**config.mk**
```make
export PLATFORM = sky130hd
export DESIGN_NAME = ddr_wr_serialiser
export DESIGN_NICKNAME = d
export VERILOG_FILES = /design/src/rtl/ddr_wr_serialiser.sv
export SDC_FILE = /design/constraint.sdc
export NUM_CORES = 1
export LEC_CHECK = 0
export CORE_MARGIN = 5
export CORE_UTILIZATION = 47
export DETAILED_ROUTE_END_ITERATION = 8
export PLACE_DENSITY = 0.85
export SLEW_MARGIN = 20
export SYNTH_ARGS = -nofsm -noshare
export SYNTH_HDL_FRONTEND = slang
export SYNTH_SLANG_ARGS = --single-unit
export TNS_END_PERCENT = 10
```
**constraint.sdc**
```tcl
create_clock -name clock -period 4.2 [get_ports clock]
set_input_delay 0.84 -clock clock [delete_from_list [all_inputs] [get_ports clock]]
set_output_delay 0.84 -clock clock [all_outputs]
set_load 0.01 [all_outputs]
```
**src/rtl/ddr_wr_serialiser.sv**
```systemverilog
// Write-side DDR data path: sequences write latency, DQS preamble, data burst and postamble.
// Byte-mask path (wr_mask -> dm_r/dm_f) is built only when DDR_WR_MASK_EN is defined.
module ddr_wr_serialiser #(
  parameter int unsigned WIDTH        = 16,
  parameter int unsigned BURST_CYCLES = 2,
  parameter int unsigned WLAT         = 1
) (
  input  logic                   clock,
  input  logic                   reset,
  input  logic                   clk_en,
  input  logic                   cmd_write,
  output logic                   cmd_ready,
  output logic                   wr_data_req,
  input  logic [2*WIDTH-1:0]     wr_data,
`ifdef DDR_WR_MASK_EN
  input  logic [2*WIDTH/8-1:0]   wr_mask,
  output logic [WIDTH/8-1:0]     dm_r,
  output logic [WIDTH/8-1:0]     dm_f,
`endif
  output logic [WIDTH-1:0]       dq_r,
  output logic [WIDTH-1:0]       dq_f,
  output logic                   dq_oe,
  output logic                   dqs_r,
  output logic                   dqs_f,
  output logic                   dqs_oe,
  output logic                   busy
);

  localparam int unsigned DW    = 2 * WIDTH;
  localparam int unsigned CNT_W = 3;
`ifdef DDR_WR_MASK_EN
  localparam int unsigned MW    = WIDTH / 8;
`endif
  localparam logic [CNT_W-1:0] WAIT_INIT  = CNT_W'(WLAT - 1);
  localparam logic [CNT_W-1:0] BEAT_LAST  = CNT_W'(BURST_CYCLES - 1);
  localparam logic             MULTI_BEAT = 1'(BURST_CYCLES > 1);

  typedef enum logic [2:0] {
    S_IDLE,
    S_WAIT,
    S_PRE,
    S_BURST,
    S_POST
  } state_t;

  state_t           r_state;
  logic [CNT_W-1:0] r_wait_cnt;
  logic [CNT_W-1:0] r_beat;
  logic             r_cmd_ready;
  logic             r_busy;
  logic             r_req;
  logic             r_dq_oe;
  logic             r_dqs_oe;
  logic             r_dqs_r;
  logic             r_dqs_f;
  logic [WIDTH-1:0] r_dq_r;
  logic [WIDTH-1:0] r_dq_f;
`ifdef DDR_WR_MASK_EN
  logic [MW-1:0]    r_dm_r;
  logic [MW-1:0]    r_dm_f;
`endif

  // Outputs are decoded from the state being entered, so each is valid for that state's whole cycle.
  always_ff @(posedge clock or posedge reset) begin
    if (reset) begin
      r_state     <= S_IDLE;
      r_wait_cnt  <= '0;
      r_beat      <= '0;
      r_cmd_ready <= 1'b1;
      r_busy      <= 1'b0;
      r_req       <= 1'b0;
      r_dq_oe     <= 1'b0;
      r_dqs_oe    <= 1'b0;
      r_dqs_r     <= 1'b0;
      r_dqs_f     <= 1'b0;
      r_dq_r      <= '0;
      r_dq_f      <= '0;
`ifdef DDR_WR_MASK_EN
      r_dm_r      <= '0;
      r_dm_f      <= '0;
`endif
    end else if (clk_en) begin
      r_cmd_ready <= 1'b0;
      r_busy      <= 1'b1;
      r_req       <= 1'b0;
      r_dq_oe     <= 1'b0;
      r_dqs_oe    <= 1'b0;
      r_dqs_r     <= 1'b0;
      r_dqs_f     <= 1'b0;

      // A pop always leads into a BURST beat; DQ keeps its last value otherwise.
      if (r_req) begin
        r_dq_r <= wr_data[WIDTH-1:0];
        r_dq_f <= wr_data[DW-1:WIDTH];
      end
`ifdef DDR_WR_MASK_EN
      r_dm_r <= r_req ? wr_mask[MW-1:0]    : '0;
      r_dm_f <= r_req ? wr_mask[2*MW-1:MW] : '0;
`endif

      unique case (r_state)
        S_IDLE, S_POST: begin
          if (cmd_write) begin
            r_state    <= S_WAIT;
            r_wait_cnt <= WAIT_INIT;
          end else begin
            r_state     <= S_IDLE;
            r_cmd_ready <= 1'b1;
            r_busy      <= 1'b0;
          end
        end
        S_WAIT: begin
          if (r_wait_cnt == '0) begin
            r_state  <= S_PRE;
            r_dqs_oe <= 1'b1;
            r_req    <= 1'b1;
          end else begin
            r_wait_cnt <= r_wait_cnt - CNT_W'(1);
          end
        end
        S_PRE: begin
          r_state  <= S_BURST;
          r_beat   <= '0;
          r_dqs_oe <= 1'b1;
          r_dqs_r  <= 1'b1;
          r_dq_oe  <= 1'b1;
          r_req    <= MULTI_BEAT;
        end
        S_BURST: begin
          if (r_beat == BEAT_LAST) begin
            r_state     <= S_POST;
            r_dqs_oe    <= 1'b1;
            r_cmd_ready <= 1'b1;
          end else begin
            r_beat   <= r_beat + CNT_W'(1);
            r_dqs_oe <= 1'b1;
            r_dqs_r  <= 1'b1;
            r_dq_oe  <= 1'b1;
            r_req    <= ((r_beat + CNT_W'(1)) != BEAT_LAST);
          end
        end
        default: begin
          r_state     <= S_IDLE;
          r_cmd_ready <= 1'b1;
          r_busy      <= 1'b0;
        end
      endcase
    end
  end

  assign cmd_ready   = r_cmd_ready;
  assign busy        = r_busy;
  assign wr_data_req = r_req;
  assign dq_oe       = r_dq_oe;
  assign dqs_oe      = r_dqs_oe;
  assign dqs_r       = r_dqs_r;
  assign dqs_f       = r_dqs_f;
  assign dq_r        = r_dq_r;
  assign dq_f        = r_dq_f;
`ifdef DDR_WR_MASK_EN
  assign dm_r        = r_dm_r;
  assign dm_f        = r_dm_f;
`endif

endmodule

```
After elaboration in Yosys (flattened, before gate mapping)
Index checks and enable logic that the tools add are counted.

cells by class
  add/sub/neg operators = 2
  eq/ne operators = 11
  muxes and demuxes = 20
  reduce and logical (&&, ||, !) cells = 12

operators by type and width
  operator               count
  $mux W3                5
  $pmux W3 S2            2
  $pmux W3 S4            1
  $ne A2 B2 Y1 const B   5
  $mux W1                7
  $eq A3 B1 Y1 const B   2
  $eq A3 B2 Y1 const B   2
  $logic_not A3 Y1       2
  $pmux W1 S2            3
  $pmux W1 S3            2
  $reduce_and A3 Y1      2
  $reduce_or A2 Y1       3
  $reduce_and A4 Y1      1
  $reduce_bool A2 Y1     2
  $add A3 B1 Y3 const B  1
  $eq A3 B3 Y1 const B   1
  $ne A3 B1 Y1 const B   1
  $reduce_or A3 Y1       1
  $sub A3 B1 Y3 const B  1
  $reduce_and A2 Y1      1

word-level totals
  register bits after elaboration = 46
  input bits = 36
  output and inout bits = 39
  logic and storage cells = 55

Longest topological paths before layout
  word-level depth = 4
  gate-level depth with buffers = 7
  gate-level depth less buffers = 7

Worst setup path before layout
OpenSTA, ideal clock, no wires.

  path type = register -> register
  from = register r_wait_cnt[0]
  to = register r_wait_cnt[0]
  setup time = 128 ps
  data arrival time = 1645 ps
  data required time = 4072 ps
  setup slack = 2427 ps
  stages on the path, launching flop included = 8
  cell sequence = dfrtp_1 > inv_1 > ha_1 > ha_1 > or3b_1 > o21ai_1 > nand3_1 > mux2_1

on the way
  word-level cells in the longest chain between the ends = 3
  elaborated cells between the ends (all ways) = 6

ends and longest elaborated chain
  element                                                   RTL line  text
  from (decl)                                               47        logic [CNT_W-1:0] r_wait_cnt;
  from (signal assigned)                                    118       r_wait_cnt <= r_wait_cnt - CNT_W'(1);
  $sub A3 B1 Y3 / $logic_not A3 Y1 (equally long branches)  118, 113
  $mux W3 / $ne A2 B2 Y1 (equally long branches)            n/a
  $pmux W3 S2 / $reduce_and A4 Y1 (equally long branches)   n/a

Several ways; a longest one is shown, not always the timed one. The select of a mux whose other input is x is not followed.
A chain may end at the register's enable or synchronous reset.

Final worst setup path
  from = input port clk_en
  to = register r_dq_r[0] (netlist: dq_r[0])

on the way
  word-level cells in the longest chain between the ends = 1

ends and longest elaborated chain
  element                             RTL line  text
  from (decl)                         10        input logic clk_en,
  $reduce_and A2 Y1 (no source line)  n/a
  to (signal assigned)                93        r_dq_r <= wr_data[WIDTH-1:0];
  to (decl)                           56        logic [WIDTH-1:0] r_dq_r;

No other way between the ends.

==> flow_metrics.tcl <==
set metrics [dict create \
    outcome "completed" \
    synth_xor_area_share_pct 0 \
    cts_inserted_buffers 5 \
    cts_tree "done" \
    syn_inst 152 \
    setup_tns_ps 0 \
    cpPeakStageDelay_ps 620 \
    cp_max_fo 19 \
    synth_edf_count 0 \
    cp_slowest_cell "clkdlybuf4s50_1" \
    synth-simple-area-share_pct 6.89 \
    viasPerCell 5.11 \
    dieHeight_um 74.9 \
    endpoint "dq_r[0]" \
    p_clk_share_pct 13.4 \
    netlist_area_um2 1980 \
    ctsResizeCount 0 \
    antenna_found_initial 0 \
    nets 268 \
    comb_power_share_pct 47.6 \
    cts.sinks 46 \
    n_antenna_cell 0 \
    grtUsageTotal_pct 15.6 \
    cp_top_family "buffers and inverters" \
    boundaryPins 75 \
    path_cells "clkdlybuf4s50_1 -> nand2_1 -> buf_4 -> mux2_2" \
    yosys.area_share.adder_pct 3.16 \
    wl_per_cell_um 15.2 \
    die_area_um2 5610 \
    fin_crit_ps 2560 \
    cts_setup_buffers 0 \
    ys_types 34 \
    worst_pin_slew_ps 652 \
    cp-end-kind "register" \
    swShare_pct 32.2 \
    vias 1420 \
    worst-path-stages 4 \
    root_buffer "clkbuf_8" \
    synth_top_area_share_pct 56.9 \
    die_width_um 74.9 \
    clock.fmax_mhz 390 \
    clockBufferDepth 2 \
    intPower_uw 1380 \
    synth_mux_area_share_pct 20.9 \
    hold_viol 0 \
    r2r_end "r_wait_cnt[1]" \
    gp_congestion 0.831 \
    critical_path_buf_inv_count 2 \
    portBuffers 73 \
    rows 23 \
    slew_viol_final 0 \
    yosysTopAreaCell "dfrtp_1" \
    core_um2 4030 \
    syn_to_final_growth_pct 43.5 \
    drt_iter0_drc 72 \
    ys_seq_area_share_pct 58.3 \
    rsz0062_at_grt "no" \
    place_area_um2 2750 \
    start_util_pct 49.1 \
    worstPathRequired_ps 4370 \
    syn-mean-instance-area_um2 13.0 \
    min_path_type "register to register" \
    dp_hpwl_mm 3.31 \
    r2r_cells 7 \
    postCtsHoldBufs 0 \
    overflow 0 \
    crit_type "primary input to register" \
    ys_warn_count 0 \
    finalInstanceArea_um2 2840 \
    mappedNetlistNets 193 \
    grt_pass1_wl_mm 6.70 \
    slew_headroom_pct 56.3 \
    synth_top_family_by_area "multiplexers" \
    wirelength_mm 4.22 \
    seq_power_share_pct 39.1 \
    clock_latency_ps 290 \
    grt_pass1_vias 1361 \
    power_leakage_uw 0.00122 \
    ant_nets 0 \
    mostFrequentLayoutCells "clkdlybuf4s50_1, dfrtp_1, mux2_2" \
    setup_viol_count_final 0 \
    maxCapViolCount 0 \
    rrSetupSlack_ps 2270 \
    cp.arrival_ps 2740 \
    powerDensity_nw_per_um2 715 \
    drc 0 \
    synth-seq-cells 46 \
    fillers 277 \
    hold_start "cmd_ready" \
    rr_startpoint "r_wait_cnt[0]" \
    fin_util_pct 70.5 \
    fin_crit_sh_pct 61.0 \
    p_switching_uw 653 \
    mostFrequentLayoutCell "clkdlybuf4s50_1" \
    vdd.ir_drop.worst_uv 320 \
    worstSetupStartpointType "primary input" \
    path_clk_slew_ps 80 \
    synth_area_leaders "dfrtp_1, mux2_2, ha_1" \
    finalClockSkew_ps 5.71 \
    grt_max_degree 29 \
    synth_compound_area_share_pct 6.51 \
    startpoint "clk_en" \
    drt_first_pass_iters 4 \
    ys_async_sr_fraction_pct 100 \
    h-tree-depth 2 \
    synth_flop_cell "dfrtp_1" \
    drive_above_1_share_pct 19.3 \
]
[cell usage after synthesis (2+ instances only)]
library cell   n
mux2_2        32
ha_1           5
nor2_1         7
dfrtp_1       45
buf_2          4
nand2b_1       3
mux2_1         3
buf_4          2
nand3_1        5
o22ai_1        3
inv_1         10
nand2_1        6
a21oi_1        5
mux2i_1        2
[cell type report]
| class | instances | area (um2) | area share (%) |
|---|---|---|---|
| Timing Repair Buffer | 75 | 746 | 26.3 |
| Clock inverter | 1 | 5.00 | 0.176 |
| Tap cell | 50 | 62.6 | 2.20 |
| Sequential cell | 46 | 1150 | 40.6 |
| Multi-Input combinational cell | 88 | 746 | 26.3 |
| Inverter | 11 | 41.3 | 1.45 |
| Clock buffer | 7 | 86.3 | 3.04 |
[worst reg2reg max path, stage by stage, from the launching register on]
cell	delay, ps
dfrtp_1	360
inv_1	50
ha_1	190
ha_1	230
or3b_1	380
o21ai_1	80
nand3_1	160
mux2_1	370
[per-layer routing]
metal,vias up,part of all wire [%],track usage (%)
met5,-,0,0
met4,0,1.4,6.13
met3,4,5.2,2.94
met2,42,51,25.0
met1,695,42,21.1
li1,679,-,-
[cell families after synthesis]
logic type,Yosys count
DFF,46
and+or+nand+nor,26
buffers and inverters,18
AOI/OAI and AO/OA,19
other,1
muxes,37
adders and majority gates,5
[sequential cells by signal, summed over array words and instances (netlist names)]
register	cells
r_wait_cnt	3
wr_data_req	1
dq_r	16
cmd_ready	1
busy	1
dq_f	16
dqs_oe	1
dqs_r	1
r_beat	3
r_state	3
[power groups by stage]
stage               combinational (uW)  sequential (uW)  clock (uW)
detailed placement                 979              802           0
floorplan                          425              863           0
global placement                   958              795           0
CTS                                984              793         278
finish                             965              794         271
global route                      1050              824         301
[stage by stage]
step | hold slack, ps | setup slack [ps] | cells | power, uW
4_1_cts | 503 | 1640 | 278 | 2060
3_5_place_dp | 482 | 1330 | 270 | 1780
6_report | 505 | 1640 | 278 | 2030
2_1_floorplan | 464 | 2270 | 152 | 1290
3_3_place_gp | 478 | 1350 | 270 | 1750
5_1_grt | 528 | 1530 | 278 | 2180
[worst min-delay path by stage]
stage	depth (start not counted)	to
2_1_floorplan	1	r_wait_cnt[1]
6_report	2	cmd_ready
4_1_cts	2	cmd_ready
3_3_place_gp	1	r_wait_cnt[1]
3_5_place_dp	1	dqs_oe
5_1_grt	1	dq_f[15]
No activity file was read; power rests on OpenSTA's default activity.
